===== src/rtl/hazard_pkg.sv =====
// Shared hazard-scoreboard definitions: stall-cause encoding and default register-index width.
package hazard_pkg;

  localparam int DEFAULT_REG_ADDR_W = 5;

  typedef enum logic [2:0] {
    CAUSE_NONE,
    CAUSE_RAW_RS1,
    CAUSE_RAW_RS2,
    CAUSE_WAW,
    CAUSE_FULL
  } stall_cause_e;

endpackage


===== src/rtl/hazard_match.sv =====
// Checks one register index against the pending vector.
// A same-cycle writeback of that register cancels the hazard.
module hazard_match
  import hazard_pkg::*;
#(
  parameter int REG_ADDR_W = DEFAULT_REG_ADDR_W
) (
  input  logic                     enable,
  input  logic [REG_ADDR_W-1:0]    idx,
  input  logic [2**REG_ADDR_W-1:0] pending,
  input  logic                     wb_valid,
  input  logic [REG_ADDR_W-1:0]    wb_rd,
  output logic                     hit
);

  logic wb_hit;

  assign wb_hit = wb_valid && (wb_rd == idx) && (idx != '0);
  assign hit    = enable && (idx != '0) && pending[idx] && !wb_hit;

endmodule


===== src/rtl/hazard_scoreboard.sv =====
// Tracks long-latency results per register and stalls ID on RAW, WAW or a full scoreboard.
// Define HAZARD_SCOREBOARD_PERF_EN to add the saturating stall_cycles counter output.
module hazard_scoreboard
  import hazard_pkg::*;
#(
  parameter int REG_ADDR_W  = DEFAULT_REG_ADDR_W,
  parameter int MAX_PENDING = 4
) (
  input  logic                     clock,
  input  logic                     reset,
  input  logic                     id_valid,
  input  logic [REG_ADDR_W-1:0]    id_rs1,
  input  logic [REG_ADDR_W-1:0]    id_rs2,
  input  logic                     id_rs1_used,
  input  logic                     id_rs2_used,
  input  logic [REG_ADDR_W-1:0]    id_rd,
  input  logic                     id_reg_write,
  input  logic                     id_is_long,
  input  logic                     flush,
  input  logic                     wb_valid,
  input  logic [REG_ADDR_W-1:0]    wb_rd,
  input  logic                     wb_is_long,
  output logic                     stall,
  output logic [2**REG_ADDR_W-1:0] pending,
  output logic [3:0]               outstanding
`ifdef HAZARD_SCOREBOARD_PERF_EN
  ,
  output logic [31:0]              stall_cycles
`endif
);

  localparam int NREG = 2**REG_ADDR_W;

  logic            rs1_hit, rs2_hit, rd_hit;
  logic            full, issue, long_issue, long_wb;
  stall_cause_e    cause;
  logic [NREG-1:0] pending_next;
  logic [3:0]      outstanding_next;

  hazard_match #(.REG_ADDR_W(REG_ADDR_W)) u_match_rs1 (
    .enable(id_rs1_used), .idx(id_rs1), .pending(pending),
    .wb_valid(wb_valid), .wb_rd(wb_rd), .hit(rs1_hit)
  );

  hazard_match #(.REG_ADDR_W(REG_ADDR_W)) u_match_rs2 (
    .enable(id_rs2_used), .idx(id_rs2), .pending(pending),
    .wb_valid(wb_valid), .wb_rd(wb_rd), .hit(rs2_hit)
  );

  hazard_match #(.REG_ADDR_W(REG_ADDR_W)) u_match_rd (
    .enable(id_reg_write), .idx(id_rd), .pending(pending),
    .wb_valid(wb_valid), .wb_rd(wb_rd), .hit(rd_hit)
  );

  assign long_wb = wb_valid && wb_is_long;
  // A long writeback this cycle frees a slot, so a full scoreboard does not block.
  assign full    = id_is_long && (outstanding == 4'(MAX_PENDING)) && !long_wb;

  always_comb begin
    cause = CAUSE_NONE;
    if (id_valid) begin
      if (rs1_hit)      cause = CAUSE_RAW_RS1;
      else if (rs2_hit) cause = CAUSE_RAW_RS2;
      else if (rd_hit)  cause = CAUSE_WAW;
      else if (full)    cause = CAUSE_FULL;
    end
  end

  assign stall      = (cause != CAUSE_NONE);
  assign issue      = id_valid && !stall && !flush;
  assign long_issue = issue && id_is_long;

  // Clear before set so a same-register issue wins over its writeback.
  always_comb begin
    pending_next = pending;
    if (long_wb)
      pending_next[wb_rd] = 1'b0;
    if (long_issue && id_reg_write && (id_rd != '0))
      pending_next[id_rd] = 1'b1;
    pending_next[0] = 1'b0;
  end

  always_comb begin
    outstanding_next = outstanding;
    if (long_issue && !long_wb)
      outstanding_next = outstanding + 4'd1;
    else if (long_wb && !long_issue && (outstanding != 4'd0))
      outstanding_next = outstanding - 4'd1;
  end

  always_ff @(posedge clock or posedge reset) begin
    if (reset) begin
      pending     <= '0;
      outstanding <= 4'd0;
    end else begin
      pending     <= pending_next;
      outstanding <= outstanding_next;
    end
  end

`ifdef HAZARD_SCOREBOARD_PERF_EN
  always_ff @(posedge clock or posedge reset) begin
    if (reset)
      stall_cycles <= 32'd0;
    else if (stall && (stall_cycles != 32'hFFFF_FFFF))
      stall_cycles <= stall_cycles + 32'd1;
  end
`endif

endmodule


===== config.mk =====
export PLATFORM = sky130hd
export DESIGN_NAME = hazard_scoreboard
export DESIGN_NICKNAME = d
export VERILOG_FILES = /design/src/rtl/hazard_pkg.sv /design/src/rtl/hazard_match.sv /design/src/rtl/hazard_scoreboard.sv
export SDC_FILE = /design/constraint.sdc
export NUM_CORES = 1
export LEC_CHECK = 0
export CAP_MARGIN = 20
export CORE_MARGIN = 5
export CORE_UTILIZATION = 26
export CTS_BUF_LIST = sky130_fd_sc_hd__clkbuf_4
export CTS_CLUSTER_DIAMETER = 100
export DETAILED_ROUTE_END_ITERATION = 10
export PLACE_DENSITY = 0.51
export SYNTH_ARGS = -nofsm -noshare
export SYNTH_HDL_FRONTEND = slang
export SYNTH_SLANG_ARGS = --single-unit

===== constraint.sdc =====
create_clock -name clock -period 3.3 [get_ports clock]
set_input_delay 0.495 -clock clock [delete_from_list [all_inputs] [get_ports clock]]
set_output_delay 0.495 -clock clock [all_outputs]
set_load 0.01 [all_outputs]

==> results of run 1 <==
==> layout by cell type, fill, tap and decap left out, drive strengths merged, types with 4 or more instances in the layout <==
cell type and n:
buf 69, clkdlybuf4s50 55, o21ai 43, dfrtp 35, o31ai 25, mux4 19, nand2 17, nor2 15
xor2 13, nand3 11, inv 9, clkbuf 8, or3 6, nand3b 6, mux2i 6, mux2 5
nand4 5, and3 5, dlymetal6s2s 4, nor4 4
==> area by class of cell <==
| class | count | area (µm²) | area share, % |
|---|---|---|---|
| sequential | 35 | 880 | 20.9 |
| timing repair buffer | 134 | 1200 | 28.4 |
| inverter | 9 | 33.8 | 0.802 |
| multi-input combinational | 228 | 1880 | 44.5 |
| clock buffer | 6 | 45.0 | 1.07 |
| clock inverter | 2 | 7.51 | 0.178 |
| tap | 140 | 175 | 4.16 |
==> flip-flops by register name (all words and copies together) (netlist names) <==
| signal | flops |
|---|---|
| pending | 31 |
| outstanding | 4 |
==> power groups by stage <==
| stage | clock (mW) | sequential, mW | combinational (mW) |
|---|---|---|---|
| after CTS | 0.249 | 0.570 | 0.637 |
| after global routing | 0.261 | 0.581 | 0.707 |
| after detailed placement | 0 | 0.578 | 0.624 |
| final | 0.237 | 0.571 | 0.644 |
| after global placement | 0 | 0.577 | 0.619 |
| after floorplan | 0 | 0.577 | 0.315 |
==> metal layers <==
layer / vias to the layer above / wire [µm]
li1: 1381 / -
met1: 1501 / 5000
met2: 141 / 5080
met3: 19 / 786
met4: 0 / 237
met5: - / 0
==> worst max-delay path: stages <==
cell and delay [ns]:
sky130_fd_sc_hd__clkdlybuf4s50_1 0.53, sky130_fd_sc_hd__buf_4 0.16, sky130_fd_sc_hd__mux4_2 0.30, sky130_fd_sc_hd__mux2i_2 0.19
sky130_fd_sc_hd__o221ai_1 0.15, sky130_fd_sc_hd__nand4_1 0.14, sky130_fd_sc_hd__and3_4 0.21, sky130_fd_sc_hd__nand3_4 0.08
sky130_fd_sc_hd__ha_4 0.25, sky130_fd_sc_hd__a21o_1 0.15, sky130_fd_sc_hd__a21o_1 0.17, sky130_fd_sc_hd__nor3_2 0.17
sky130_fd_sc_hd__a21bo_2 0.25, sky130_fd_sc_hd__a221oi_2 0.20
==> through the flow <==
stage | total power, mW | setup slack [ns]
detailed placement | 1.20 | -0.665
finish | 1.45 | 0.118
global route | 1.55 | -0.0264
global placement | 1.20 | -0.570
floorplan | 0.891 | -0.156
CTS | 1.46 | 0.0402
==> worst max-delay path by stage <==
stage / from / to
floorplan: id_rs2[0] / outstanding[3]$_DFFE_PP0P_
global placement: id_rd[0] / outstanding[3]$_DFFE_PP0P_
detailed placement: id_rs2[0] / outstanding[3]$_DFFE_PP0P_
CTS: id_rd[0] / outstanding[3]$_DFFE_PP0P_
global route: pending[12]$_DFF_PP0_ / outstanding[3]$_DFFE_PP0P_
finish: id_rs1[2] / outstanding[3]$_DFFE_PP0P_
==> cell families after synthesis <==
| logic type | after synthesis |
|---|---|
| AND/OR/NAND/NOR | 84 |
| multiplexers | 30 |
| flip-flops | 35 |
| buffers and inverters | 33 |
| AO/OA/AOI/OAI | 94 |
| XOR/XNOR | 16 |
| other | 1 |
| adder cells (fa/ha/maj) | 3 |
==> timing repair <==
| item | in CTS | in global routing |
|---|---|---|
| setup endpoints to repair | 3 | 2 |
| buffers inserted | 4 | 2 |
| endpoints found under the hold margin | 0 | 0 |
| hold buffers | 0 | 0 |
| pin swaps | 8 | 8 |
| resized for setup | 15 | 14 |
==> impl_metrics.prom, run 1 <==
# TYPE chip_impl_metric gauge
chip_impl_metric{name="synth_cell_types",unit=""} 52
chip_impl_metric{name="cts.htree.levels",unit=""} 2
chip_impl_metric{name="swShare",unit="%"} 36.6
chip_impl_metric{name="worstPathRequired",unit="ns"} 3.57
chip_impl_metric{name="r2r_setup_slack",unit="ns"} 0.13
chip_impl_info{name="grt-busiest-layer",value="met2"} 1
chip_impl_info{name="setup_repair_after_global_routing_missed_its_margin",value="true"} 1
chip_impl_metric{name="grt_met2_usage",unit="%"} 26.0
chip_impl_metric{name="final.setup_skew",unit="ns"} 0.0196
chip_impl_metric{name="synthXorXnorAreaFrac",unit="%"} 4.93
chip_impl_info{name="outcome",value="completed"} 1
chip_impl_metric{name="vias_per_cell",unit=""} 5.49
chip_impl_metric{name="synth_fp_nets",unit=""} 329
chip_impl_metric{name="grt_start_max_net_pins",unit=""} 36
chip_impl_metric{name="clock_path_buffers",unit=""} 2
chip_impl_metric{name="util_after_layout",unit="%"} 39.0
chip_impl_metric{name="synthDominantCellAreaShare",unit="%"} 30.8
chip_impl_metric{name="yosysWarningCount",unit=""} 0
chip_impl_metric{name="synth_fa_ha_area_share",unit="%"} 1.59
chip_impl_info{name="regToRegEndpoint",value="outstanding[3]$_DFFE_PP0P_"} 1
chip_impl_metric{name="p_int",unit="mW"} 0.920
chip_impl_metric{name="grt_pass1_vias",unit=""} 3112
chip_impl_metric{name="ioPinCount",unit=""} 67
chip_impl_metric{name="route.detailed.wl_per_inst",unit="µm"} 20.1
chip_impl_metric{name="count_of_max_cap_constraint_violations",unit=""} 0
chip_impl_metric{name="global_route.usage.total",unit="%"} 17.1
chip_impl_metric{name="finalWeightedCongestion",unit=""} 0.891
chip_impl_info{name="class_of_the_most_critical_setup_path",value="primary input to flip-flop"} 1
chip_impl_metric{name="power_frac_clock",unit="%"} 16.3
chip_impl_metric{name="placed_cells",unit=""} 540
chip_impl_info{name="synth_top_family_by_area",value="compound AO/OA/AOI/OAI gates"} 1
chip_impl_metric{name="fmaxAchievable",unit="GHz"} 0.314
chip_impl_metric{name="worstRegToRegCells",unit=""} 12
chip_impl_metric{name="setup_viol_count_final",unit=""} 0
chip_impl_metric{name="slew_headroom",unit="%"} 57.6
chip_impl_metric{name="flip_flop_and_latch_count_after_synthesis",unit=""} 35
chip_impl_metric{name="clk_sink_count",unit=""} 35
chip_impl_metric{name="gr-usage-met3",unit="%"} 3.01
chip_impl_info{name="leading_post_synthesis_cells_by_cell_area",value="sky130_fd_sc_hd__dfrtp_1, sky130_fd_sc_hd__mux4_2, sky130_fd_sc_hd__o21ai_0"} 1
chip_impl_info{name="cell_accounting_for_the_most_synthesized_area",value="sky130_fd_sc_hd__dfrtp_1"} 1
chip_impl_metric{name="insertedDiodeCount",unit=""} 0
chip_impl_metric{name="ant_nets",unit=""} 0
chip_impl_metric{name="synthArstFlopShare",unit="%"} 100
chip_impl_metric{name="drv_slew",unit=""} 0
chip_impl_metric{name="cts_bufs_inserted",unit=""} 5
chip_impl_metric{name="detail_route.first_pass.iterations",unit=""} 5
chip_impl_info{name="cts_root_buffer",value="sky130_fd_sc_hd__clkbuf_4"} 1
chip_impl_metric{name="postSynthCellCount",unit=""} 296
chip_impl_metric{name="worstSkewPairLatency",unit="ns"} 0.34
chip_impl_metric{name="synth-compound-area-share",unit="%"} 21.5
chip_impl_metric{name="synthesis.area_per_instance",unit="µm²"} 9.60
chip_impl_metric{name="grt.overflow.total",unit=""} 0
chip_impl_metric{name="muxShareOfSynthArea",unit="%"} 19.3
chip_impl_info{name="yosys.cell_count.top_type",value="sky130_fd_sc_hd__o21ai_0"} 1
chip_impl_metric{name="synth_simple_gate_area_share",unit="%"} 16.3
chip_impl_metric{name="cts.reportedPaths.clkPinSlew",unit="ns"} 0.12
chip_impl_metric{name="power.switching",unit="mW"} 0.532
chip_impl_metric{name="worst_ir_drop_vdd",unit="µV"} 125
chip_impl_metric{name="fillers",unit=""} 1102
chip_impl_metric{name="post-route-period-util",unit="%"} 96.4
chip_impl_metric{name="antenna_found_initial",unit=""} 0
chip_impl_metric{name="pwr-share-seq",unit="%"} 39.3
chip_impl_info{name="tritoncts_clock_tree",value="done"} 1
chip_impl_metric{name="total_number_of_nets_in_the_final_design",unit=""} 446
chip_impl_metric{name="fp.dieH",unit="µm"} 115
chip_impl_metric{name="drcViolationCount",unit=""} 0
chip_impl_metric{name="leakagePower",unit="nW"} 1.74
chip_impl_metric{name="final.min_clock_period",unit="ns"} 3.18
chip_impl_metric{name="detail_route.iter0.violations",unit=""} 184
chip_impl_metric{name="design.die.area",unit="µm²"} 13100
chip_impl_metric{name="finish.instance_area",unit="µm²"} 4210
chip_impl_info{name="r2r_start",value="pending[15]$_DFF_PP0_"} 1
chip_impl_info{name="worst_setup_path_end_kind",value="flip-flop"} 1
chip_impl_metric{name="post_synth_instance_area",unit="µm²"} 2840
chip_impl_info{name="hold_path.class",value="primary input to asynchronous set/reset pin"} 1
chip_impl_info{name="start_kind",value="primary input"} 1
chip_impl_metric{name="setup_total_negative_slack",unit="ns"} 0
chip_impl_metric{name="combPwrFrac",unit="%"} 44.4
chip_impl_metric{name="final_hold_slack",unit="ns"} 0.548
chip_impl_metric{name="numPortBuffers",unit=""} 65
chip_impl_metric{name="fp.dieW",unit="µm"} 115
chip_impl_metric{name="final_hold_viol_count",unit=""} 0
chip_impl_metric{name="floorplan.core_area",unit="µm²"} 10800
chip_impl_metric{name="start_util",unit="%"} 26.3
chip_impl_metric{name="sum_of_routed_wire_length_over_all_layers",unit="µm"} 11100
chip_impl_metric{name="area.growth.synth_to_final",unit="%"} 48.3
chip_impl_metric{name="biggest_fanout_along_the_worst_timing_path",unit=""} 4
chip_impl_metric{name="dr_total_vias",unit=""} 3042
chip_impl_metric{name="use_met1",unit="%"} 24.6
chip_impl_info{name="netlist_top_cells_count",value="sky130_fd_sc_hd__o21ai_0, sky130_fd_sc_hd__dfrtp_1, sky130_fd_sc_hd__o31ai_1"} 1
chip_impl_metric{name="floorplan.rows",unit=""} 38
chip_impl_metric{name="detailed_place.area",unit="µm²"} 4070
chip_impl_metric{name="ys_seq_area_share",unit="%"} 30.8
chip_impl_metric{name="synth_enable_flop_cells",unit=""} 0
chip_impl_metric{name="worst-slew-pin-transition",unit="ns"} 0.629
chip_impl_metric{name="final_cell_count_no_fill",unit=""} 554
chip_impl_metric{name="fraction_of_layout_cells_with_a_size_suffix_above_1",unit="%"} 28.5
chip_impl_info{name="synth_top_flop_cell",value="sky130_fd_sc_hd__dfrtp_1"} 1
chip_impl_metric{name="post_dp_hpwl",unit="µm"} 8330
chip_impl_metric{name="power_density_over_cell_area",unit="nW/µm²"} 345
chip_impl_metric{name="grt_pass1_wl",unit="µm"} 17400
chip_impl_metric{name="critPathArrivalTime",unit="ns"} 3.45
Power figures use the tool's default switching activity.
==> run 2: changes to the inputs <==
Settings changed: CTS_CLUSTER_DIAMETER 100 to 150, PLACE_DENSITY 0.51 to 0.54.
==> run 2 against run 1 <==
Against the previous run: final area is 3.7% higher; critical endpoint unchanged; fmax is 1.2% lower; clock-buffer cell count is 1 lower; via count is 0.53% higher; worst setup slack worse by 0.037 ns; sequential power hardly changed; core utilization is 1.5 points higher; combinational power is 3% higher; register-to-register slack better by 0.03 ns; cell count is 0.54% higher; power is 6.7% higher.
==> impl_metrics.prom, run 2 (synthesis gave the netlist of run 1 again) <==
# TYPE chip_impl_metric gauge
chip_impl_info{name="outcome",value="completed"} 1
chip_impl_metric{name="finalWeightedCongestion",unit=""} 0.909
chip_impl_metric{name="floorplan.core_area",unit="µm²"} 10800
chip_impl_metric{name="clock_path_buffers",unit=""} 2
chip_impl_metric{name="fmaxAchievable",unit="GHz"} 0.311
chip_impl_metric{name="leakagePower",unit="nW"} 1.82
chip_impl_metric{name="ioPinCount",unit=""} 67
chip_impl_metric{name="global_route.usage.total",unit="%"} 17.4
chip_impl_metric{name="vias_per_cell",unit=""} 5.49
chip_impl_info{name="largest_registers",value="pending x31, outstanding x4"} 1
chip_impl_info{name="cts_root_buffer",value="sky130_fd_sc_hd__clkbuf_4"} 1
chip_impl_metric{name="dr_total_vias",unit=""} 3058
chip_impl_metric{name="placed_cells",unit=""} 539
chip_impl_metric{name="setup_viol_count_final",unit=""} 0
chip_impl_info{name="tritoncts_clock_tree",value="done"} 1
chip_impl_info{name="start_kind",value="primary input"} 1
chip_impl_metric{name="clk_sink_count",unit=""} 35
chip_impl_metric{name="swShare",unit="%"} 35.2
chip_impl_metric{name="antenna_found_initial",unit=""} 0
chip_impl_metric{name="ant_nets",unit=""} 0
chip_impl_info{name="crit_chain",value="clkdlybuf4s50_1 -> buf_4 -> buf_4 -> xor2_1 -> nor4_2 -> a31oi_2 -> nand4_1 -> and3_4 -> nand3_4 -> ha_4 -> a21o_1 -> a21o_1 -> nor3_2 -> a21bo_2 -> a221oi_2"} 1
chip_impl_metric{name="area.growth.synth_to_final",unit="%"} 53.8
chip_impl_metric{name="cts_hold_buffers",unit=""} 0
chip_impl_metric{name="detail_route.first_pass.iterations",unit=""} 5
chip_impl_metric{name="worst-slew-pin-transition",unit="ns"} 0.620
chip_impl_metric{name="final_hold_viol_count",unit=""} 0
chip_impl_metric{name="power.switching",unit="mW"} 0.546
chip_impl_metric{name="combPwrFrac",unit="%"} 42.8
chip_impl_info{name="hold_path.class",value="primary input to asynchronous set/reset pin"} 1
chip_impl_metric{name="post-route-period-util",unit="%"} 97.6
chip_impl_info{name="mostFrequentLayoutCell",value="sky130_fd_sc_hd__buf_4"} 1
chip_impl_metric{name="sum_of_routed_wire_length_over_all_layers",unit="µm"} 11300
chip_impl_metric{name="drcViolationCount",unit=""} 0
chip_impl_metric{name="final.setup_skew",unit="ns"} 0.0114
chip_impl_metric{name="biggest_fanout_along_the_worst_timing_path",unit=""} 7
chip_impl_metric{name="slowest_delay",unit="ns"} 0.41
chip_impl_info{name="layout.cells.most_common_list",value="sky130_fd_sc_hd__buf_4, sky130_fd_sc_hd__clkdlybuf4s50_1, sky130_fd_sc_hd__o21ai_0, sky130_fd_sc_hd__dfrtp_1, sky130_fd_sc_hd__o31ai_1"} 1
chip_impl_metric{name="grt.overflow.total",unit=""} 0
chip_impl_metric{name="fp.dieH",unit="µm"} 115
chip_impl_metric{name="final_cell_count_no_fill",unit=""} 557
chip_impl_info{name="class_of_the_most_critical_setup_path",value="primary input to flip-flop"} 1
chip_impl_metric{name="detail_route.iter0.violations",unit=""} 180
chip_impl_metric{name="start_util",unit="%"} 26.3
chip_impl_metric{name="total_number_of_nets_in_the_final_design",unit=""} 449
chip_impl_metric{name="grt_pass1_vias",unit=""} 3079
chip_impl_metric{name="worstSkewPairLatency",unit="ns"} 0.35
chip_impl_info{name="worst_setup_path_end_kind",value="flip-flop"} 1
chip_impl_metric{name="route.detailed.wl_per_inst",unit="µm"} 20.3
chip_impl_metric{name="fillers",unit=""} 1058
chip_impl_metric{name="grt_pass1_wl",unit="µm"} 17500
chip_impl_metric{name="drv_slew",unit=""} 0
chip_impl_metric{name="post-layout-total-power",unit="mW"} 1.55
chip_impl_metric{name="post_dp_hpwl",unit="µm"} 8240
chip_impl_metric{name="p_int",unit="mW"} 1.00
chip_impl_metric{name="design.die.area",unit="µm²"} 13100
chip_impl_metric{name="cts.reportedPaths.clkPinSlew",unit="ns"} 0.12
chip_impl_metric{name="final.min_clock_period",unit="ns"} 3.22
chip_impl_metric{name="numPortBuffers",unit=""} 65
chip_impl_metric{name="fraction_of_layout_cells_with_a_size_suffix_above_1",unit="%"} 30.2
chip_impl_metric{name="grt_start_max_net_pins",unit=""} 36
chip_impl_metric{name="insertedDiodeCount",unit=""} 0
chip_impl_metric{name="critPathArrivalTime",unit="ns"} 3.49
chip_impl_metric{name="floorplan.rows",unit=""} 38
chip_impl_metric{name="power_frac_clock",unit="%"} 20.3
chip_impl_metric{name="power_density_over_cell_area",unit="nW/µm²"} 355
chip_impl_metric{name="slew_headroom",unit="%"} 58.3
chip_impl_info{name="largest-register",value="pending"} 1
chip_impl_metric{name="number_of_flip_flops_in_the_largest_register",unit=""} 31
chip_impl_metric{name="worst_ir_drop_vdd",unit="µV"} 161
chip_impl_metric{name="pwr-share-seq",unit="%"} 36.9
chip_impl_metric{name="cts.htree.levels",unit=""} 2
chip_impl_metric{name="cts_bufs_inserted",unit=""} 5
chip_impl_metric{name="count_of_max_cap_constraint_violations",unit=""} 0
chip_impl_metric{name="fp.dieW",unit="µm"} 115
chip_impl_metric{name="final_hold_slack",unit="ns"} 0.535
chip_impl_metric{name="worstPathRequired",unit="ns"} 3.57
chip_impl_info{name="cp_max_delay_cell",value="sky130_fd_sc_hd__clkdlybuf4s50_1"} 1
run 2: cell count changes in the layout (fill, tap and decap cells not counted), moves of 2 or more:
cell                             previous run  this run
sky130_fd_sc_hd__o21ai_0                   42        39
sky130_fd_sc_hd__o21ai_1                    1         3
sky130_fd_sc_hd__buf_6                      5         3
sky130_fd_sc_hd__buf_12                     1         6
sky130_fd_sc_hd__dlymetal6s2s_1             4         6
run 2: per-layer routing:
layer,wire (µm),track usage [%]
met1,4840,23.7
met2,5310,27.2
met3,943,4.23
met4,208,5.23
met5,0,0
run 2: final timing paths:
kind,start,endpoint,slack [ns],cells after the start
setup / recovery,id_rs1[2],outstanding[3]$_DFFE_PP0P_,0.08,15
hold / removal,reset,outstanding[3]$_DFFE_PP0P_,0.54,3
setup reg to reg,pending[13]$_DFF_PP0_,outstanding[3]$_DFFE_PP0P_,0.16,12
hold reg to reg,pending[12]$_DFF_PP0_,pending[12]$_DFF_PP0_,0.60,2
max in group asynchronous,reset,pending[15]$_DFF_PP0_,2.41,3
min in group clock,pending[12]$_DFF_PP0_,pending[12]$_DFF_PP0_,0.60,2
run 2: cell type report:
type	instances	area [µm²]	share of cell area, %
Tap cell	140	175	4.01
Clock buffer	5	37.5	0.859
Timing Repair Buffer	137	1310	29.9
Sequential cell	35	881	20.2
Inverter	9	33.8	0.773
Clock inverter	3	38.8	0.887
Multi-Input combinational cell	228	1900	43.4
run 2: worst max-delay path: cells and delay by family:
kind	cells	cell delay (ns)
compound gates	5	0.96
xor+xnor	1	0.17
fa+ha+maj	1	0.23
simple gates	5	0.93
buf+inv	3	0.72
run 2: power by group through the flow:
stage | sequential [mW] | combinational, mW | clock (mW)
after global routing | 0.582 | 0.721 | 0.345
final | 0.572 | 0.663 | 0.315
after CTS | 0.571 | 0.645 | 0.323
after detailed placement | 0.580 | 0.628 | 0
after floorplan | 0.577 | 0.315 | 0
after global placement | 0.580 | 0.620 | 0
run 2: per-stage QoR:
| stage | TNS [ns] | setup slack [ns] | cell area [µm²] | util, % |
|---|---|---|---|---|
| after floorplan | -0.156 | -0.156 | 2890 | - |
| final | 0 | 0.0807 | 4370 | 40.5 |
| after CTS | 0 | 0.00401 | 4270 | 39.5 |
| after global routing | -0.0418 | -0.0283 | 4370 | 40.5 |
| after global placement | -1.96 | -0.555 | 4110 | 38.1 |
| after detailed placement | -4.42 | -0.696 | 4110 | 38.1 |
run 2: what timing repair did:
action | 4_1_cts | 5_1_grt
pin swaps | 2 | 8
buffers inserted | 3 | 6
cloned | 1 | 0
resized for setup | 14 | 24
endpoints found under the setup margin | 4 | 3
endpoints found under the hold margin | 0 | 0
